`src/rtl/wb_slave_regfile.sv`:
```
// Wishbone classic slave exposing a small 32-bit register file.
// Register 0 is a read-only ID word; each access takes WAIT_STATES+1 cycles to terminate.
//
// state  | meaning
// IDLE   | waiting for cyc & stb, request latched on entry to WAIT/RESP
// WAIT   | down-counter running toward the response; cyc low aborts
// RESP   | single cycle with ack or err asserted, write committed at its end
module wb_slave_regfile #(
    parameter int          dw          = 32,
    parameter int          aw          = 32,
    parameter int          NUM_REGS    = 16,
    parameter int          WAIT_STATES = 1,
    parameter logic [31:0] ID_VALUE    = 32'hCAFE0001
) (
    input  logic          wb_clk,
    input  logic          wb_rst,
    input  logic [aw-1:0] wb_adr_i,
    input  logic [dw-1:0] wb_dat_i,
    input  logic [3:0]    wb_sel_i,
    input  logic          wb_we_i,
    input  logic          wb_cyc_i,
    input  logic          wb_stb_i,
    input  logic [2:0]    wb_cti_i,
    input  logic [1:0]    wb_bte_i,
    output logic [dw-1:0] wb_dat_o,
    output logic          wb_ack_o,
    output logic          wb_err_o,
    output logic          wb_rty_o
);

    localparam int          IW      = $clog2(NUM_REGS);
    localparam logic [1:0]  S_IDLE  = 2'd0;
    localparam logic [1:0]  S_WAIT  = 2'd1;
    localparam logic [1:0]  S_RESP  = 2'd2;
    localparam logic [3:0]  WS_LOAD = 4'((WAIT_STATES == 0) ? 0 : WAIT_STATES - 1);

    logic [1:0]    state;
    logic [3:0]    cnt;
    logic [aw-1:0] adr_q;
    logic [dw-1:0] dat_q;
    logic [3:0]    sel_q;
    logic          we_q;
    logic [31:0]   regs [NUM_REGS];

    logic          start;
    logic          enter_resp;
    logic [aw-1:0] src_adr;
    logic          src_we;
    logic [IW-1:0] src_idx;
    logic          src_ok;
    logic [31:0]   rd_word;
    logic          unused_inputs;

    assign wb_rty_o      = 1'b0;
    assign unused_inputs = ^{wb_cti_i, wb_bte_i};

    // With zero wait states the response is built straight from the bus,
    // before the request registers have been loaded.
    always_comb begin
        start      = (state == S_IDLE) && wb_cyc_i && wb_stb_i;
        src_adr    = (state == S_IDLE) ? wb_adr_i : adr_q;
        src_we     = (state == S_IDLE) ? wb_we_i  : we_q;
        src_idx    = src_adr[IW+1:2];
        src_ok     = (src_adr[1:0] == 2'b00) && ((src_adr >> (IW + 2)) == '0);
        enter_resp = (start && (WAIT_STATES == 0)) ||
                     ((state == S_WAIT) && wb_cyc_i && (cnt == 4'd0));
        rd_word    = (src_idx == '0) ? ID_VALUE : regs[src_idx];
    end

    always_ff @(posedge wb_clk) begin
        if (wb_rst) begin
            state    <= S_IDLE;
            cnt      <= 4'd0;
            adr_q    <= '0;
            dat_q    <= '0;
            sel_q    <= 4'd0;
            we_q     <= 1'b0;
            wb_ack_o <= 1'b0;
            wb_err_o <= 1'b0;
            wb_dat_o <= '0;
            for (int i = 0; i < NUM_REGS; i++) begin
                regs[i] <= 32'd0;
            end
        end else begin
            wb_ack_o <= 1'b0;
            wb_err_o <= 1'b0;
            wb_dat_o <= '0;

            case (state)
                S_IDLE: begin
                    if (start) begin
                        adr_q <= wb_adr_i;
                        dat_q <= wb_dat_i;
                        sel_q <= wb_sel_i;
                        we_q  <= wb_we_i;
                        cnt   <= WS_LOAD;
                        state <= (WAIT_STATES == 0) ? S_RESP : S_WAIT;
                    end
                end
                S_WAIT: begin
                    if (!wb_cyc_i) begin
                        state <= S_IDLE;
                    end else if (cnt == 4'd0) begin
                        state <= S_RESP;
                    end else begin
                        cnt <= cnt - 4'd1;
                    end
                end
                S_RESP: begin
                    state <= S_IDLE;
                    if (src_we && src_ok && (src_idx != '0)) begin
                        for (int b = 0; b < 4; b++) begin
                            if (sel_q[b]) begin
                                regs[src_idx][8*b +: 8] <= dat_q[8*b +: 8];
                            end
                        end
                    end
                end
                default: state <= S_IDLE;
            endcase

            if (enter_resp) begin
                if (src_ok) begin
                    wb_ack_o <= 1'b1;
                    if (!src_we) begin
                        wb_dat_o <= rd_word;
                    end
                end else begin
                    wb_err_o <= 1'b1;
                end
            end
        end
    end

endmodule

```
`config.mk`:
```
export PLATFORM = sky130hd
export DESIGN_NAME = wb_slave_regfile
export DESIGN_NICKNAME = d
export VERILOG_FILES = /design/src/rtl/wb_slave_regfile.sv
export SDC_FILE = /design/constraint.sdc
export NUM_CORES = 1
export LEC_CHECK = 0
export BUFFER_PORTS_ARGS = -buffer_cell sky130_fd_sc_hd__buf_2
export CAP_MARGIN = 20
export CORE_MARGIN = 3
export CORE_UTILIZATION = 60
export DETAILED_ROUTE_END_ITERATION = 12
export HOLD_SLACK_MARGIN = 0.06
export PLACE_DENSITY = 0.78
export SYNTH_ARGS = -nofsm -noshare
export SYNTH_HDL_FRONTEND = slang
export SYNTH_SLANG_ARGS = --single-unit
```
`constraint.sdc`:
```
create_clock -name wb_clk -period 3.38 [get_ports wb_clk]
set_clock_uncertainty 0.15 [all_clocks]
set_input_delay 0.338 -clock wb_clk [delete_from_list [all_inputs] [get_ports wb_clk]]
set_output_delay 0.338 -clock wb_clk [all_outputs]
set_load 0.02 [all_outputs]
```
==> flow_metrics.py, run 1 <==
metrics = {
    "status": {
        "outcome": "finished, final reports clean",
    },
    "yosys": {
        "synth_cell_type_count": 62,
        "synthesis.area_mm2": 0.0266,
        "syn_avg_cell_area_um2": 11.8,
        "synth_flop_cell": "edfxtp_1",
        "ys_seq_elements": 609,
        "yosys_warnings": 0,
        "ys_seq_area_frac": 0.646,
        "synth-edff-count": 500,
        "syn_inst": 2249,
        "synthArstFlopShare": 0,
    },
    "sta": {
        "hold_ws_ns": 0.182,
        "fin_ws_ns": 0.113,
        "setup_viol": 0,
        "timing.final.crit_share": 0.967,
        "final-max-slew-violation-count": 0,
        "slew_headroom": 0.261,
        "rsz0062_at_grt": "false",
        "hold_viol_final": 0,
        "min_period_ns": 3.27,
        "fmax_mhz": 306,
        "worst_slew_pin_slew_ns": 1.10,
        "tns_ns": 0,
    },
    "drt": {
        "vias_per_cell": 6.68,
        "first_pass_iters": 7,
        "drc": 0,
        "wl_mm": 78.1,
        "postRouteAntennaNets": 0,
        "wire_per_inst_um": 25.6,
        "detail_route.iter0.violations": 2675,
        "via_count": 20356,
    },
    "power": {
        "p_total_w": 0.0164,
        "seqPwrFrac": 0.517,
        "p_int_w": 0.0126,
        "pwr_density_cell_mw_per_mm2": 531,
        "p_switching_w": 0.00377,
        "p_clk_frac": 0.399,
        "leakage_nw": 10.3,
        "ir_worst_vdd_mv": 0.538,
        "switching_share": 0.229,
        "comb_power_share": 0.084,
    },
    "floorplanning": {
        "core-area_mm2": 0.0435,
        "die_w_um": 217,
        "die_height_um": 217,
        "rows": 76,
        "initial_core_util": 0.613,
        "io_pins": 113,
        "die_area_mm2": 0.0469,
    },
    "cells_and_area": {
        "seqCellArea_mm2": 0.0172,
        "antenna_cells": 0,
        "multi_input_area_mm2": 0.00880,
        "nNetsFinal": 2493,
        "syn_to_final_growth_pct": 16.2,
        "final_common_cell": "edfxtp_1",
        "drive_above_1_share": 0.176,
        "fill_cells": 2807,
        "final_cell_mix": "500 x edfxtp_1, 489 x nor2_1, 255 x nand2_1, 159 x nand3_1, 108 x dfxtp_1",
        "final_cells": 3047,
    },
    "worst_setup_path": {
        "worstSetupPathType": "reg -> reg",
        "reg2reg_depth": 9,
        "path_cells": "inv_1 -> ha_1 -> nand2_1 -> nor4b_1 -> dlygate4sd3_1 -> buf_4 -> o2111ai_2 -> buf_12 -> a31oi_1",
        "worstPathRequired_ns": 3.72,
        "slowest_delay_ns": 0.62,
        "startpoint_type": "flop",
        "crit_arrival_ns": 3.61,
        "r2r-start": "cnt[0]",
        "worstSetupEndpointType": "flop",
        "cpMaxStageDelayCell": "dlygate4sd3_1",
        "crit_fanout": 12,
        "rrSetupSlack_ns": 0.11,
        "timing.rr.end": "wb_dat_o[4]",
    },
    "grt": {
        "grt_max_degree": 79,
        "grt_pass1_vias": 20249,
        "antenna_found_initial": 0,
        "grt_first_pass_wirelength_mm": 118,
        "overflow": 0,
        "track_usage": 0.332,
    },
    "cts": {
        "clkSlewWorstSetupHoldPaths_ns": 0.06,
        "cts_tree": "done",
        "numCtsBuffers": 57,
        "insertion_delay_ns": 0.62,
        "htree_levels": 2,
        "cts_root_buf": "clkbuf_16",
        "cts_max_path_buffers": 3,
        "cts_sinks": 609,
    },
    "placed_design": {
        "gp_congestion": 0.906,
        "dp_cells": 2864,
        "io_buffers": 106,
        "post-dp-hpwl_mm": 48.2,
        "post-place-ws_ns": 0.112,
    },
    "worst_hold_path": {
        "hp-class": "in -> reg",
        "min_to": "state[0]",
        "holdPathStages": 4,
        "min_from": "wb_stb_i",
    },
    "job": {
        "cap_violations": 0,
    },
}
cell families (layout without fill, tap and decap cells):
family | count (synthesis) | in the layout | synth area share
AOI/OAI and AO/OA | 362 | 362 | 0.0950
xor gates and xnor gates | 3 | 3 | 0.000987
adders and majority gates | 1 | 1 | 0.000470
buffers and inverters | 206 | 399 | 0.0327
DFF | 609 | 609 | 0.646
muxes | 118 | 118 | 0.0776
other | 1 | 21 | 0.000141
and+or+nand+nor | 949 | 949 | 0.147
synth_stat cells (all sizes together) (27+ instances only):
cell      n  share of area
mux2     27          0.011
a41o     32          0.012
a21oi    85          0.016
clkbuf  152          0.021
dfxtp   109          0.082
nor2    490          0.069
nand3   160          0.030
nand2   256          0.036
edfxtp  500           0.56
mux4     68          0.058
buf      50          0.011
a211oi   49          0.014
o21ai    68          0.013
cell type report:
| class | instances | share of cell area |
|---|---|---|
| Sequential cell | 609 | 0.556 |
| Multi-Input combinational cell | 1454 | 0.284 |
| Timing Repair Buffer | 288 | 0.0737 |
| Clock buffer | 82 | 0.0538 |
| Tap cell | 585 | 0.0237 |
| Clock inverter | 25 | 0.00805 |
| Inverter | 4 | 0.000485 |
metal layers:
layer | global-route usage | wire, um
met5 | 0 | 0
met4 | 0.184 | 4890
met2 | 0.546 | 37900
met1 | 0.420 | 26300
met3 | 0.0595 | 8910
worst max-delay path by stage:
stage              from      endpoint  slack, ns  cells after the start
6_report         cnt[0]   wb_dat_o[4]       0.11                      9
5_1_grt          cnt[0]   wb_dat_o[4]       0.06                      9
3_3_place_gp   state[0]  regs[11][31]       0.17                      7
3_5_place_dp   state[0]  regs[11][30]       0.11                      7
4_1_cts        state[0]  regs[11][25]       0.09                      7
2_1_floorplan  state[0]  regs[11][10]       0.50                      9
registers in the layout, summed over array words and instances, names as in the netlist, 2 cells and up:
register  flops
adr_q        32
sel_q         4
cnt           4
state         2
regs        500
dat_q        32
wb_dat_o     32
power by group through the flow:
stage                     clock, W  combinational, W  sequential [W]
after detailed placement         0           0.00126         0.00864
final                      0.00656           0.00137         0.00848
after global placement           0           0.00123         0.00862
after global routing       0.00685           0.00144         0.00850
after floorplan                  0          0.000818         0.00856
after CTS                  0.00656           0.00133         0.00848
repair_timing:
item                                    4_1_cts  5_1_grt
endpoints found under the hold margin        71        0
resized for setup                             0        3
buffers inserted                              0        3
hold buffers                                 71        0
endpoints found under the setup margin        0       74
stage by stage:
stage               area (um^2)  utilization
finish                    30900        0.712
global route              30900        0.712
CTS                       30900        0.710
detailed placement        28200        0.650
global placement          28200        0.650
floorplan                 26700            -
worst max-delay path: cells and delay by family (launching register included):
kind | cells | cell delay, ns
and+or+nand+nor | 2 | 0.52
DFF | 1 | 0.33
buffers and inverters | 4 | 1.16
AOI/OAI and AO/OA | 2 | 0.73
adders and majority gates | 1 | 0.25
(Power assumes the default switching activity.)
==> run 2, diff against run 1 <==
--- a/config.mk
+++ b/config.mk
@@ -7,7 +7,7 @@
 export LEC_CHECK = 0
 export BUFFER_PORTS_ARGS = -buffer_cell sky130_fd_sc_hd__buf_2
 export CAP_MARGIN = 20
-export CORE_MARGIN = 3
+export CORE_MARGIN = 2
 export CORE_UTILIZATION = 60
 export DETAILED_ROUTE_END_ITERATION = 12
 export HOLD_SLACK_MARGIN = 0.06
==> flow_metrics.py, run 2 (synthesis results as in run 1) <==
metrics = {
    "status": {
        "outcome": "finished, final reports clean",
    },
    "worst_setup_path": {
        "cpMaxStageDelayCell": "a2111oi_0",
        "slowest_delay_ns": 0.58,
        "worstSetupEndpointType": "flop",
        "path_cells": "buf_4 -> or3b_2 -> nand2_8 -> buf_12 -> mux2_2 -> a2111oi_0 -> a31oi_1",
        "startpoint_type": "flop",
        "worstSetupPathType": "reg -> reg",
        "crit_family": "compound AO/OA/AOI/OAI gates",
        "cp.buffers_inverters": 2,
        "crit_arrival_ns": 3.53,
        "rrSetupSlack_ns": 0.12,
        "crit_fanout": 25,
        "worstPathRequired_ns": 3.65,
    },
    "cells_and_area": {
        "largest_reg_flops": 500,
        "antenna_cells": 0,
        "regMostFlops": "regs",
        "final_common_cell": "edfxtp_1",
        "final_cells": 3061,
        "drive_above_1_share": 0.176,
        "utilization": 0.704,
        "syn_to_final_growth_pct": 16.5,
        "nNetsFinal": 2499,
        "final_cell_mix": "500 x edfxtp_1, 489 x nor2_1, 255 x nand2_1, 159 x nand3_1, 109 x dfxtp_1",
    },
    "sta": {
        "min_period_ns": 3.26,
        "hold_ws_ns": 0.0917,
        "hold_viol_final": 0,
        "final-max-slew-violation-count": 0,
        "fin_ws_ns": 0.117,
        "fmax_mhz": 306,
        "rsz0062_at_grt": "false",
        "worst_slew_pin_slew_ns": 1.15,
        "setup_viol": 0,
        "tns_ns": 0,
        "slew_headroom": 0.234,
        "timing.final.crit_share": 0.965,
    },
    "placed_design": {
        "dp_cells": 2878,
        "gp_congestion": 0.948,
        "io_buffers": 106,
        "post-dp-hpwl_mm": 48.5,
        "post-place-ws_ns": 0.167,
    },
    "cts": {
        "cts_root_buf": "clkbuf_16",
        "clkSlewWorstSetupHoldPaths_ns": 0.06,
        "numCtsBuffers": 59,
        "htree_levels": 2,
        "cts_sinks": 609,
        "cts_tree": "done",
        "cts_max_path_buffers": 3,
        "postCtsSetupRepairBufs": 0,
        "insertion_delay_ns": 0.64,
    },
    "drt": {
        "drc": 0,
        "postRouteAntennaNets": 0,
        "first_pass_iters": 6,
        "wl_mm": 78.8,
        "drt-met1-wl_mm": 26.2,
        "wl_met3_mm": 9.49,
        "top_layer_used": "met4",
        "detail_route.iter0.violations": 3313,
        "vias_per_cell": 6.66,
        "wire_per_inst_um": 25.7,
        "via_count": 20379,
        "wl_met2_mm": 37.1,
    },
    "power": {
        "pwr_density_cell_mw_per_mm2": 533,
        "ir_worst_vdd_mv": 0.447,
        "leakage_nw": 10.4,
    },
    "floorplanning": {
        "die_area_mm2": 0.0461,
        "initial_core_util": 0.605,
        "die_w_um": 215,
        "core-area_mm2": 0.0440,
        "die_height_um": 215,
        "io_pins": 113,
        "rows": 77,
    },
    "grt": {
        "grt_first_pass_wirelength_mm": 118,
        "track_usage": 0.341,
        "grt_pass1_vias": 20474,
        "grt_max_degree": 155,
        "overflow": 0,
        "antenna_found_initial": 0,
    },
    "job": {
        "cap_violations": 0,
    },
    "worst_hold_path": {
        "hp-class": "in -> reg",
    },
}
-- run 2: changes by cell type in the layout (fill, tap and decap cells not counted), sizes merged --
cell / before / now
bufinv: 5 / 4
clkbuf: 82 / 83
clkinv: 18 / 22
inv: 6 / 4
buf: 217 / 220
dlygate4sd3: 71 / 72
clkinvlp: 0 / 1
-- run 2: what timing repair did --
| action | in CTS | in global routing |
|---|---|---|
| gates resized for setup | 0 | 2 |
| endpoints found under the hold margin | 73 | 0 |
| hold buffers | 72 | 0 |
| setup endpoints to repair | 0 | 2 |
-- run 2: worst min-delay path, cell delays in order --
cell	delay (ns)
buf_2	0.12
nand2b_1	0.09
a311oi_1	0.12
nor2b_1	0.15
-- run 2: path summary, 6_finish.rpt --
check / startpoint / end / depth (start not counted)
max: state[0] / wb_dat_o[24] / 7
min: wb_cyc_i / state[0] / 4
max reg2reg: state[0] / wb_dat_o[24] / 7
min reg2reg: adr_q[12] / adr_q[12] / 2
-- run 2: stage by stage --
| step | power [W] | instance area (um^2) |
|---|---|---|
| after global routing | 0.0169 | 31000 |
| after floorplan | 0.00938 | 26700 |
| after global placement | 0.00986 | 28300 |
| final | 0.0165 | 31000 |
| after detailed placement | 0.00991 | 28300 |
| after CTS | 0.0165 | 31000 |
-- run 2: where the power goes --
part | total (W) | internal [W] | switching [W] | leakage (nW)
Sequential | 0.00848 | 0.00835 | 0.000138 | 6.05
Clock | 0.00664 | 0.00383 | 0.00281 | 0.960
Combinational | 0.00139 | 0.000522 | 0.000873 | 3.35
-- run 2: routing by layer --
metal	vias up	global-route usage
li1	8567	-
met1	9755	0.421
met2	1685	0.550
met3	372	0.0698
met4	0	0.228
met5	-	0
-- run 2: area by class of cell --
type                            count  area, um^2
Inverter                            4        15.0
Timing Repair Buffer              292        2300
Clock buffer                       83        1720
Tap cell                          592         741
Fill cell                        2881       13000
Clock inverter                     27         224
Sequential cell                   609       17200
Multi-Input combinational cell   1454        8800
